## config.mk

```make
export PLATFORM = sky130hd
export DESIGN_NAME = pd_axis_sched_flat
export DESIGN_NICKNAME = d
export VERILOG_FILES = /design/src/rtl/pd_axis_sched_pkg.sv /design/src/rtl/pd_axis_sched_if.sv /design/src/rtl/pd_axis_sched_core.sv /design/src/rtl/pd_axis_sched.sv /design/src/flat_wrapper.sv
export SDC_FILE = /design/constraint.sdc
export NUM_CORES = 1
export LEC_CHECK = 0
export ABC_AREA = 1
export CAP_MARGIN = 10
export CORE_MARGIN = 1
export CORE_UTILIZATION = 30
export CTS_CLUSTER_DIAMETER = 120
export DETAILED_ROUTE_END_ITERATION = 12
export GPL_ROUTABILITY_DRIVEN = 0
export GPL_TIMING_DRIVEN = 0
export PLACE_DENSITY = 0.5
export SLEW_MARGIN = 30
export SYNTH_ARGS = -nofsm -noshare
export SYNTH_HDL_FRONTEND = slang
export SYNTH_HIERARCHICAL = 1
export SYNTH_SLANG_ARGS = --single-unit
```

## constraint.sdc

```tcl
create_clock -name clk -period 9.6 [get_ports clk]
set_input_delay 0.96 -clock clk [delete_from_list [all_inputs] [get_ports clk]]
set_output_delay 0.96 -clock clk [all_outputs]
set_load 0.05 [all_outputs]
```

## src/rtl/pd_axis_sched_pkg.sv

```systemverilog
// Shared types and default parameters for the time-multiplexed PD attitude scheduler.
// Saturation helpers live here so the datapath stays readable.
package pd_sched_pkg;

  localparam int                D_QUEUE_DEPTH_DEF = 12;
  localparam logic signed [4:0] DTERM_DEF         = 5'sb00111;

  typedef enum logic [2:0] {
    ST_IDLE   = 3'd0,
    ST_PTCH   = 3'd1,
    ST_ROLL   = 3'd2,
    ST_YAW    = 3'd3,
    ST_COMMIT = 3'd4
  } state_e;

  typedef enum logic [1:0] {
    AX_PTCH = 2'd0,
    AX_ROLL = 2'd1,
    AX_YAW  = 2'd2
  } axis_e;

  function automatic logic signed [9:0] sat_err(input logic signed [16:0] v);
    if (v > 17'sd511)       return 10'sd511;
    else if (v < -17'sd512) return -10'sd512;
    else                    return v[9:0];
  endfunction

  function automatic logic signed [6:0] sat_diff(input logic signed [10:0] v);
    if (v > 11'sd63)       return 7'sd63;
    else if (v < -11'sd64) return -7'sd64;
    else                   return v[6:0];
  endfunction

endpackage

```

## src/rtl/pd_axis_sched_if.sv

```systemverilog
// Sample/term bus between the inertial front end and the PD scheduler.
// ovr_cnt exists only when PD_OVR_CNT_EN is defined.
interface pd_axis_sched_if;
  logic               vld;
  logic signed [15:0] ptch, roll, yaw;
  logic signed [15:0] d_ptch, d_roll, d_yaw;
  logic signed [9:0]  ptch_pterm, roll_pterm, yaw_pterm;
  logic signed [11:0] ptch_dterm, roll_dterm, yaw_dterm;
  logic               busy;
  logic               done;
  logic               ovr;
`ifdef PD_OVR_CNT_EN
  logic [7:0]         ovr_cnt;
`endif

  modport master (
    output vld, ptch, roll, yaw, d_ptch, d_roll, d_yaw,
    input  ptch_pterm, roll_pterm, yaw_pterm,
    input  ptch_dterm, roll_dterm, yaw_dterm,
    input  busy, done, ovr
`ifdef PD_OVR_CNT_EN
    , input ovr_cnt
`endif
  );

  modport slave (
    input  vld, ptch, roll, yaw, d_ptch, d_roll, d_yaw,
    output ptch_pterm, roll_pterm, yaw_pterm,
    output ptch_dterm, roll_dterm, yaw_dterm,
    output busy, done, ovr
`ifdef PD_OVR_CNT_EN
    , output ovr_cnt
`endif
  );
endinterface

```

## src/rtl/pd_axis_sched_core.sv

```systemverilog
// Combinational PD math for one axis: error/derivative saturation, P and D terms.
// Holds no state; the scheduler feeds it the snapshot and the oldest history entry.
module pd_core
  import pd_sched_pkg::*;
#(
  parameter logic signed [4:0] DTERM = DTERM_DEF
) (
  input  logic signed [15:0] act,
  input  logic signed [15:0] des,
  input  logic signed [9:0]  hist_old,
  output logic signed [9:0]  err_sat,
  output logic signed [9:0]  pterm,
  output logic signed [11:0] dterm
);

  logic signed [16:0] err_raw;
  logic signed [10:0] d_raw;
  logic signed [6:0]  d_sat;

  always_comb begin
    err_raw = $signed({act[15], act}) - $signed({des[15], des});
    err_sat = sat_err(err_raw);
    // one extra bit so full-scale swings saturate instead of wrapping
    d_raw   = $signed({err_sat[9], err_sat}) - $signed({hist_old[9], hist_old});
    d_sat   = sat_diff(d_raw);
    pterm   = (err_sat >>> 1) + (err_sat >>> 3);
    dterm   = $signed({{5{d_sat[6]}}, d_sat}) * $signed({{7{DTERM[4]}}, DTERM});
  end

endmodule

```

## src/rtl/pd_axis_sched.sv

```systemverilog
// Three-axis PD scheduler: one shared pd_core walks ptch, roll, yaw per sample.
// Optional PD_OVR_CNT_EN adds a saturating count of ignored samples.
//
// state  | meaning
// IDLE   | waiting for vld; snapshots attitudes when it arrives
// PTCH   | pitch terms registered, pitch history written
// ROLL   | roll terms registered, roll history written
// YAW    | yaw terms registered, yaw history written
// COMMIT | done pulse, shared history pointer advances
module pd_axis_sched
  import pd_sched_pkg::*;
#(
  parameter int                D_QUEUE_DEPTH = D_QUEUE_DEPTH_DEF,
  parameter logic signed [4:0] DTERM         = DTERM_DEF
) (
  input  logic           clk,
  input  logic           rst_n,
  pd_axis_sched_if.slave bus
);

  localparam int PTR_W = (D_QUEUE_DEPTH > 1) ? $clog2(D_QUEUE_DEPTH) : 1;

  state_e             state_q, state_d;
  logic signed [15:0] snap_act_q [3];
  logic signed [15:0] snap_act_d [3];
  logic signed [15:0] snap_des_q [3];
  logic signed [15:0] snap_des_d [3];
  logic signed [9:0]  hist_q [3][D_QUEUE_DEPTH];
  logic signed [9:0]  hist_d [3][D_QUEUE_DEPTH];
  logic [PTR_W-1:0]   ptr_q, ptr_d;
  logic signed [9:0]  pterm_q [3];
  logic signed [9:0]  pterm_d [3];
  logic signed [11:0] dterm_q [3];
  logic signed [11:0] dterm_d [3];
  logic               ovr_q, ovr_d;

  logic               busy, done, axis_act, vld_ignored;
  axis_e              axis;
  logic signed [9:0]  core_err, core_p;
  logic signed [11:0] core_d;

  pd_core #(.DTERM(DTERM)) u_core (
    .act      (snap_act_q[axis]),
    .des      (snap_des_q[axis]),
    .hist_old (hist_q[axis][ptr_q]),
    .err_sat  (core_err),
    .pterm    (core_p),
    .dterm    (core_d)
  );

  always_ff @(posedge clk or negedge rst_n) begin
    if (!rst_n) state_q <= ST_IDLE;
    else        state_q <= state_d;
  end

  always_comb begin
    state_d = state_q;
    unique case (state_q)
      ST_IDLE:   if (bus.vld) state_d = ST_PTCH;
      ST_PTCH:   state_d = ST_ROLL;
      ST_ROLL:   state_d = ST_YAW;
      ST_YAW:    state_d = ST_COMMIT;
      ST_COMMIT: state_d = ST_IDLE;
      default:   state_d = ST_IDLE;
    endcase
  end

  always_comb begin
    busy     = (state_q != ST_IDLE);
    done     = (state_q == ST_COMMIT);
    axis_act = 1'b1;
    axis     = AX_PTCH;
    unique case (state_q)
      ST_PTCH: axis = AX_PTCH;
      ST_ROLL: axis = AX_ROLL;
      ST_YAW:  axis = AX_YAW;
      default: axis_act = 1'b0;
    endcase
  end

  assign vld_ignored = bus.vld && busy;

  always_comb begin
    snap_act_d = snap_act_q;
    snap_des_d = snap_des_q;
    hist_d     = hist_q;
    ptr_d      = ptr_q;
    pterm_d    = pterm_q;
    dterm_d    = dterm_q;
    ovr_d      = ovr_q | vld_ignored;
    if ((state_q == ST_IDLE) && bus.vld) begin
      snap_act_d[0] = bus.ptch;
      snap_act_d[1] = bus.roll;
      snap_act_d[2] = bus.yaw;
      snap_des_d[0] = bus.d_ptch;
      snap_des_d[1] = bus.d_roll;
      snap_des_d[2] = bus.d_yaw;
    end
    if (axis_act) begin
      hist_d[axis][ptr_q] = core_err;
      pterm_d[axis]       = core_p;
      dterm_d[axis]       = core_d;
    end
    if (state_q == ST_COMMIT)
      ptr_d = (ptr_q == PTR_W'(D_QUEUE_DEPTH - 1)) ? '0 : ptr_q + PTR_W'(1);
  end

  always_ff @(posedge clk or negedge rst_n) begin
    if (!rst_n) begin
      for (int a = 0; a < 3; a++) begin
        snap_act_q[a] <= '0;
        snap_des_q[a] <= '0;
        pterm_q[a]    <= '0;
        dterm_q[a]    <= '0;
        for (int i = 0; i < D_QUEUE_DEPTH; i++) hist_q[a][i] <= '0;
      end
      ptr_q <= '0;
      ovr_q <= 1'b0;
    end else begin
      snap_act_q <= snap_act_d;
      snap_des_q <= snap_des_d;
      hist_q     <= hist_d;
      ptr_q      <= ptr_d;
      pterm_q    <= pterm_d;
      dterm_q    <= dterm_d;
      ovr_q      <= ovr_d;
    end
  end

`ifdef PD_OVR_CNT_EN
  logic [7:0] ovr_cnt_q, ovr_cnt_d;

  always_comb begin
    ovr_cnt_d = ovr_cnt_q;
    if (vld_ignored && (ovr_cnt_q != 8'hFF)) ovr_cnt_d = ovr_cnt_q + 8'd1;
  end

  always_ff @(posedge clk or negedge rst_n) begin
    if (!rst_n) ovr_cnt_q <= '0;
    else        ovr_cnt_q <= ovr_cnt_d;
  end

  assign bus.ovr_cnt = ovr_cnt_q;
`endif

  assign bus.ptch_pterm = pterm_q[0];
  assign bus.roll_pterm = pterm_q[1];
  assign bus.yaw_pterm  = pterm_q[2];
  assign bus.ptch_dterm = dterm_q[0];
  assign bus.roll_dterm = dterm_q[1];
  assign bus.yaw_dterm  = dterm_q[2];
  assign bus.busy       = busy;
  assign bus.done       = done;
  assign bus.ovr        = ovr_q;

endmodule

```

## src/flat_wrapper.sv

```systemverilog
// flat-port wrapper written by rule: the top's interface ports become plain ports
module pd_axis_sched_flat import pd_sched_pkg::*;
#(
  parameter int                D_QUEUE_DEPTH = D_QUEUE_DEPTH_DEF,
  parameter logic signed [4:0] DTERM         = DTERM_DEF
)
  (clk, rst_n, bus_vld, bus_ptch, bus_roll, bus_yaw, bus_d_ptch, bus_d_roll, bus_d_yaw, bus_ptch_pterm, bus_roll_pterm, bus_yaw_pterm, bus_ptch_dterm, bus_roll_dterm, bus_yaw_dterm, bus_busy, bus_done, bus_ovr);
  pd_axis_sched_if bus_i ();
  input  logic clk;
  input  logic rst_n;
  input wire logic [$bits(bus_i.vld)-1:0] bus_vld;
  input wire logic [$bits(bus_i.ptch)-1:0] bus_ptch;
  input wire logic [$bits(bus_i.roll)-1:0] bus_roll;
  input wire logic [$bits(bus_i.yaw)-1:0] bus_yaw;
  input wire logic [$bits(bus_i.d_ptch)-1:0] bus_d_ptch;
  input wire logic [$bits(bus_i.d_roll)-1:0] bus_d_roll;
  input wire logic [$bits(bus_i.d_yaw)-1:0] bus_d_yaw;
  output wire logic [$bits(bus_i.ptch_pterm)-1:0] bus_ptch_pterm;
  output wire logic [$bits(bus_i.roll_pterm)-1:0] bus_roll_pterm;
  output wire logic [$bits(bus_i.yaw_pterm)-1:0] bus_yaw_pterm;
  output wire logic [$bits(bus_i.ptch_dterm)-1:0] bus_ptch_dterm;
  output wire logic [$bits(bus_i.roll_dterm)-1:0] bus_roll_dterm;
  output wire logic [$bits(bus_i.yaw_dterm)-1:0] bus_yaw_dterm;
  output wire logic [$bits(bus_i.busy)-1:0] bus_busy;
  output wire logic [$bits(bus_i.done)-1:0] bus_done;
  output wire logic [$bits(bus_i.ovr)-1:0] bus_ovr;
  assign bus_i.vld = bus_vld;
  assign bus_i.ptch = bus_ptch;
  assign bus_i.roll = bus_roll;
  assign bus_i.yaw = bus_yaw;
  assign bus_i.d_ptch = bus_d_ptch;
  assign bus_i.d_roll = bus_d_roll;
  assign bus_i.d_yaw = bus_d_yaw;
  assign bus_ptch_pterm = bus_i.ptch_pterm;
  assign bus_roll_pterm = bus_i.roll_pterm;
  assign bus_yaw_pterm = bus_i.yaw_pterm;
  assign bus_ptch_dterm = bus_i.ptch_dterm;
  assign bus_roll_dterm = bus_i.roll_dterm;
  assign bus_yaw_dterm = bus_i.yaw_dterm;
  assign bus_busy = bus_i.busy;
  assign bus_done = bus_i.done;
  assign bus_ovr = bus_i.ovr;
  pd_axis_sched #(.D_QUEUE_DEPTH(D_QUEUE_DEPTH), .DTERM(DTERM)) u_core (.clk(clk), .rst_n(rst_n), .bus(bus_i));
endmodule
```

==> metrics.md, run 1 <==
| Metric | Value |
|---|---|
| Placed inst area | between 20000 and 30000 um^2 |
| RSZ-0062 raised after global routing | false |
| Worst path bufs/invs | 13 |
| Post-synthesis instance total | 3086 |
| Dominant cell type by count on the critical path | nand2_1 |
| Data required time of the critical path | 10.08 ns |
| Floorplan row count | 107 |
| Via Count | between 20k and 25k |
| Largest delay share family, worst path | simple AND/OR/NAND/NOR gates |
| Number of cells on the worst reg-to-reg path | 54 |
| Total of hold buffers inserted after clock tree synthesis | 0 |
| Post-route cell area | 31200 um^2 |
| Slowest cell delay on critical path | 0.55 ns |
| Number of warnings reported in the yosys synthesis log | 6 |
| Max-capacitance violation count | 0 |
| Instance count on the critical path | 54 |
| DR DRC count | 0 |
| Seq/Total Area, Yosys | 0.515 |
| Run status | finished clean |
| Fraction of final layout cells sized beyond drive strength 1 | 0.0892 |
| First-pass GRT wire length | 139000 um |
| Area of the core | 85000 um^2 |
| Signal arrival time at the worst endpoint | 9.26 ns |
| Non-filler instance count after layout | 4521 |
| WS Path Type | flop to flop |
| Clock transition at path regs | 0.06 ns |
| Nature of the critical path startpoint | flop |
| Growth of design area from synthesis to finish | 21.2% |
| Clock skew | 0.0429 ns |
| Post-Route WL | between 90000 and 100000 um |
| Grt ovf | 0 |
| Final core occ | 0.367 |
| Number of global-route vias before repair | approximately 21k |
| Crit path time final | between 8 and 9 ns |
| Top-level port count | around 170 |
| Most frequent cells in the layout | nand2_1, dfrtp_1, o21ai_0, nand3_1, inv_1 |
| Count of input and output buffers | between 150 and 200 |
| Slowest CP cell | dfrtp_1 |
| Final period utilization | 0.914 |
| Initial antenna violation count | 4 |
| Remaining number of nets flagged by the antenna check after routing | 0 |
| Detail-routed net length per standard cell | ~21 um |
| Largest fanout on the critical path | 10 |
| Final max-slew violation count | 0 |
| Register-to-register setup slack | between 0.8 and 0.9 ns |
| Number of cells after detailed placement | 4404 |
| Post-synthesis average cell area | 8.34 um^2 |
| Syn Std Cell Area | roughly 26000 um^2 |
| Source-to-sink clock delay at the later pin of the worst-skew pair | around 0.65 ns |
| Clock net sink count | 530 |
| Area of the die | just under 90000 um^2 |
| Initial core utilization | 0.303 |
| # setup viols final | 0 |
| Capturing element type of the critical path | flop |
| Largest net degree at the start of global routing | ~80 |
| Most common library cell in the layout ignoring fill and taps | nand2_1 |
| NumNets Final | between 3k and 4k |
| Class of the tightest hold or removal check | input port to async pin |
| Number of hold violations in the final report | 0 |
| Number of vias per cell | just under 5 |
| Count of fill cells added during filler insertion | just under 9k |
| Number of levels the H-tree was split into | 2 |
| First-pass iteration count of the detailed router | 7 |
| 1st-iter DRT viols | 2239 |
| Maximum frequency from static timing analysis | 114 MHz |
| Die X | a little under 300 um |
| Hold_ws | 0.243 ns |
| Die height | 295 um |
| Post-detail-place hpwl | around 70000 um |
| Deepest clock path buffer count | 3 |
| Buffer type at the clock tree root | clkbuf_16 |
| Synth unique cells | 39 |
| Least-Margin Pin Slew | 1.00 ns |
| Total clock buffers created by CTS | 61 |
| Net Count, Synth | 3246 |
| Post-synthesis register bit count | 530 |
| Relative max-transition margin | 0.333 |
| CTS tree | yes |
| Global-route total usage across every layer | 0.213 |
-- final timing paths --
kind | startpoint | to
max | u_core/state_q[2]$_DFFE_PN0P_ | u_core/bus.yaw_dterm[11]$_DFFE_PN0P_
min | rst_n | u_core/bus.yaw_dterm[9]$_DFFE_PN0P_
max reg2reg | u_core/state_q[2]$_DFFE_PN0P_ | u_core/bus.yaw_dterm[11]$_DFFE_PN0P_
min reg2reg | u_core/bus.ovr$_DFF_PN0_ | u_core/bus.ovr$_DFF_PN0_
max in group asynchronous | rst_n | u_core/hist_q[97]$_DFFE_PN0P_
min in group clk | u_core/bus.ovr$_DFF_PN0_ | u_core/bus.ovr$_DFF_PN0_
-- cells by family (layout without fill, tap and decap cells) --
logic type	Yosys count	after routing	share of synthesized area
multiplexers	96	96	0.0420
adder cells (fa/ha/maj)	61	61	0.0317
other	0	2	0
flip-flops	530	530	0.515
XOR/XNOR	27	27	0.00919
buffers and inverters	453	742	0.0703
AO/OA/AOI/OAI	619	619	0.124
AND/OR/NAND/NOR	1300	1300	0.208
-- per-stage QoR --
step | setup WS, ns | setup TNS [ns]
2_1_floorplan | 2.33 | 0
3_3_place_gp | -17.53 | -9254.77
3_5_place_dp | 0.675 | 0
4_1_cts | 0.646 | 0
5_1_grt | 0.0232 | 0
6_report | 0.824 | 0
-- sequential cells by signal, summed over array words and instances (netlist names) --
register / cells
u_core/bus.ovr: 1
u_core/bus.ptch_pterm: 10
u_core/bus.yaw_dterm: 12
u_core/ptr_q: 4
u_core/state_q: 3
u_core/bus.ptch_dterm: 12
u_core/hist_q: 360
u_core/snap_des_q: 48
u_core/bus.roll_dterm: 12
u_core/bus.roll_pterm: 10
u_core/bus.yaw_pterm: 10
u_core/snap_act_q: 48
-- synthesized netlist by cell type, drive strengths merged --
| library cell | instances | area, um^2 |
|---|---|---|
| xor2 | 21 | 184 |
| o21bai | 3 | 22.5 |
| o211ai | 1 | 7.51 |
| a21o | 3 | 22.5 |
| o21ai | 451 | 2280 |
| a21oi | 155 | 806 |
| ha | 54 | 676 |
| mux2 | 96 | 1080 |
| nand2 | 935 | 3520 |
| dfrtp | 530 | 13300 |
| buf | 61 | 339 |
| fa | 7 | 140 |
| a31oi | 1 | 6.26 |
| clkinv | 1 | 3.75 |
| nor3 | 7 | 45.0 |
| xnor2 | 6 | 52.6 |
| o31ai | 1 | 12.5 |
| nor2 | 59 | 236 |
| nand4 | 3 | 18.8 |
| nand3b | 12 | 90.1 |
| clkbuf | 145 | 544 |
| a211oi | 4 | 35.0 |
| nand3 | 284 | 1430 |
| inv | 246 | 923 |
-- layout make-up --
type / count / area [um^2] / share of cell area
multi-input cells: 2103 / 10700 / 0.342
well taps: 1144 / 1430 / 0.0459
flip-flops and latches: 530 / 13300 / 0.425
repair buffers: 174 / 1870 / 0.0599
inverters: 247 / 927 / 0.0297
clock inverters: 27 / 340 / 0.0109
diodes: 2 / 5.00 / 0.000160
plain buffers: 206 / 886 / 0.0284
clock buffers: 88 / 1810 / 0.0580
-- repair_timing --
action | 4_1_cts | 5_1_grt
endpoints found under the setup margin | 0 | 3
setup buffers | 0 | 0
endpoints found under the hold margin | 0 | 0
resized for setup | 0 | 1
-- metal layers --
metal	global-route usage	wire length [um]	vias to the layer above
li1	-	-	10510
met1	0.317	43600	10918
met2	0.315	40400	713
met3	0.0322	5990	140
met4	0.0681	2860	0
met5	0	0	-
Power of run 1 is not shown: default switching activity piles up to over one toggle a cycle in this logic, so the estimate is an artifact.
==> run 2, diff against run 1 <==
PLACE_DENSITY = unset   (was 0.5)
==> run 2 against run 1 <==
Net effect:
- sequential share of layout area grew 0.34 points
- global-route usage shrank 1.3 points
- final area shrank 0.80%
- critical path type unchanged
- non-clock buffer count is the same
- register-to-register slack is essentially flat
- first-iteration DRC count shrank 3.2%
- die area is the same
- core utilization shrank 0.29 points
- via count grew 1.1%
- critical path depth grew 1
==> metrics.md, run 2 (synthesis results as in run 1) <==
| Metric | Value |
|---|---|
| Run status | finished clean (unchanged) |
| 1st-iter DRT viols | 2168 (was 2239) |
| Growth of design area from synthesis to finish | 20.2% (was 21.2%) |
| Via Count | 22.5k (was 22.3k) |
| Area of the die | 87000 um^2 (unchanged) |
| Crit path time final | 8.79 ns (was 8.78 ns) |
| Launch point of the worst reg-to-reg path | u_core/state_q[1]$_DFFE_PN0P_ (was u_core/state_q[2]$_DFFE_PN0P_) |
| Dominant cell type by count on the critical path | nand2_1 (unchanged) |
| Class of the tightest hold or removal check | input port to async pin (unchanged) |
| Slowest CP cell | fa_1 (was dfrtp_1) |
| Register-to-register setup slack | 0.81 ns (was 0.82 ns) |
| WS Path Type | flop to flop (unchanged) |
| Nature of the critical path startpoint | flop (unchanged) |
| Maximum frequency from static timing analysis | 114 MHz (about the same) |
| RSZ-0062 raised after global routing | false (unchanged) |
| Remaining number of nets flagged by the antenna check after routing | 0 (unchanged) |
| Largest delay share family, worst path | simple AND/OR/NAND/NOR gates (unchanged) |
| Count of buffers added by post-CTS timing repair for setup | 0 (unchanged) |
| Total clock buffers created by CTS | 55 (was 61) |
| Clock net sink count | 530 (unchanged) |
| Detail-routed net length per standard cell | 19.5 um (was 20.6 um) |
| Slowest cell delay on critical path | 0.46 ns (was 0.55 ns) |
| Initial core utilization | 0.303 (unchanged) |
| DR DRC count | 0 (unchanged) |
| Final period utilization | 0.915 (was 0.914) |
| Largest reg by FF count | u_core/hist_q (unchanged) |
| Most common library cell in the layout ignoring fill and taps | nand2_1 (unchanged) |
| Data required time of the critical path | 10.08 ns (about the same) |
| Area of the core | 85000 um^2 (unchanged) |
| Worst path bufs/invs | 12 (was 13) |
| # setup viols final | 0 (unchanged) |
| Clock skew | 0.0401 ns (was 0.0429 ns) |
| Total of hold buffers inserted after clock tree synthesis | 0 (unchanged) |
| CTS tree | yes (unchanged) |
| End of the worst register-to-register path | u_core/bus.yaw_dterm[11]$_DFFE_PN0P_ (unchanged) |
| Largest fanout on the critical path | 10 (unchanged) |
| Final core occ | 0.364 (was 0.367) |
| Die height | 295 um (unchanged) |
| Number of flip-flops in the largest register | 360 (unchanged) |
| Largest net degree at the start of global routing | 82 (was 81) |
| Count of fill cells added during filler insertion | 8753 (was 8863) |
| Floorplan row count | 107 (unchanged) |
| Met2 Track Usage GR | 0.305 (was 0.315) |
| Die X | 295 um (unchanged) |
| Leading registers by flop count | u_core/hist_q: 360 flops, u_core/snap_act_q: 48 flops, u_core/snap_des_q: 48 flops (unchanged) |
| Source-to-sink clock delay at the later pin of the worst-skew pair | 0.63 ns (was 0.65 ns) |
| Relative max-transition margin | 0.346 (was 0.333) |
| First-pass iteration count of the detailed router | 5 (was 7) |
| Buffer type at the clock tree root | clkbuf_16 (unchanged) |
| Number of cells on the worst reg-to-reg path | 55 (was 54) |
| Number of vias per cell | 4.99 (was 4.93) |
| Grt ovf | 0 (unchanged) |
| Count of input and output buffers | 167 (unchanged) |
| Fraction of final layout cells sized beyond drive strength 1 | 0.0865 (was 0.0892) |
| Number of global-route vias before repair | 21.6k (was 21.2k) |
| Signal arrival time at the worst endpoint | 9.27 ns (was 9.26 ns) |
| Most frequent cells in the layout | nand2_1, dfrtp_1, o21ai_0, nand3_1, inv_1 (unchanged) |
| Number of hold violations in the final report | 0 (unchanged) |
| Capturing element type of the critical path | flop (unchanged) |
| Met1 Resource Use GR | 0.282 (was 0.317) |
| Max-capacitance violation count | 0 (unchanged) |
| Least-Margin Pin Slew | 0.981 ns (was 1.00 ns) |
| Layer with the highest usage after global routing | met2 (was met1) |
| Deepest clock path buffer count | 3 (unchanged) |
| Clock transition at path regs | 0.06 ns (about the same) |
| Post-detail-place hpwl | 65000 um (was 68900 um) |
| Global-route met3 utilization | 0.0332 (was 0.0322) |
| Final max-slew violation count | 0 (unchanged) |
| Number of levels the H-tree was split into | 2 (unchanged) |
| Global-route total usage across every layer | 0.200 (was 0.213) |
| Post-Route WL | 87800 um (was 92900 um) |
| First-pass GRT wire length | 133000 um (was 139000 um) |
| Quantity of gates resized following cts | 0 (unchanged) |
| Initial antenna violation count | 1 (was 4) |
| NumNets Final | 3477 (was 3483) |
| Top-level port count | 168 (unchanged) |
[run 2: per-stage QoR]
stage	instances	setup TNS (ns)	instance area [um^2]	setup slack, ns	hold slack [ns]
after global placement	4397	-8831.84	28800	-16.74	0.451
after global routing	4509	0	30900	0.0717	0.201
after CTS	4508	0	30900	0.692	0.184
after floorplan	3086	0	25700	2.33	0.444
after detailed placement	4404	0	29000	0.753	0.454
final	4511	0	31000	0.815	0.205
[run 2: area by class of cell]
cell class | instances | area, um^2 | area share
timing repair buffer | 174 | 1870 | 0.0604
buffer | 206 | 886 | 0.0286
sequential | 530 | 13300 | 0.429
clock buffer | 76 | 1590 | 0.0513
tap | 1144 | 1430 | 0.0462
antenna | 3 | 7.51 | 0.000243
multi-input combinational | 2103 | 10700 | 0.345
clock inverter | 28 | 312 | 0.0101
inverter | 247 | 927 | 0.0300
[run 2: worst max-delay path by stage]
stage | from | endpoint | slack [ns] | depth (start not counted)
5_1_grt | u_core/state_q[1]$_DFFE_PN0P_ | u_core/bus.roll_dterm[11]$_DFFE_PN0P_ | 0.07 | 54
4_1_cts | u_core/state_q[1]$_DFFE_PN0P_ | u_core/bus.yaw_dterm[11]$_DFFE_PN0P_ | 0.69 | 55
2_1_floorplan | u_core/state_q[0]$_DFFE_PN0P_ | u_core/bus.ptch_dterm[11]$_DFFE_PN0P_ | 2.33 | 54
3_5_place_dp | u_core/state_q[1]$_DFFE_PN0P_ | u_core/bus.ptch_dterm[11]$_DFFE_PN0P_ | 0.75 | 55
6_report | u_core/state_q[1]$_DFFE_PN0P_ | u_core/bus.yaw_dterm[11]$_DFFE_PN0P_ | 0.81 | 55
3_3_place_gp | rst_n | u_core/hist_q[84]$_DFFE_PN0P_ | -16.74 | 1
[run 2: worst register-to-register path: cells and delay by family (launching register included)]
family	cells	cell delay [ns]
fa+ha+maj	7	2.29
flops	1	0.38
compound gates	6	0.81
buf+inv	12	2.13
simple gates	30	3.03
[run 2: per-layer routing]
| layer | vias to the layer above | routed length, um |
|---|---|---|
| li1 | 10487 | - |
| met1 | 10987 | 38700 |
| met2 | 892 | 39400 |
| met3 | 164 | 6550 |
| met4 | 0 | 3190 |
| met5 | - | 0 |
Power of run 2 is left out for the same reason.
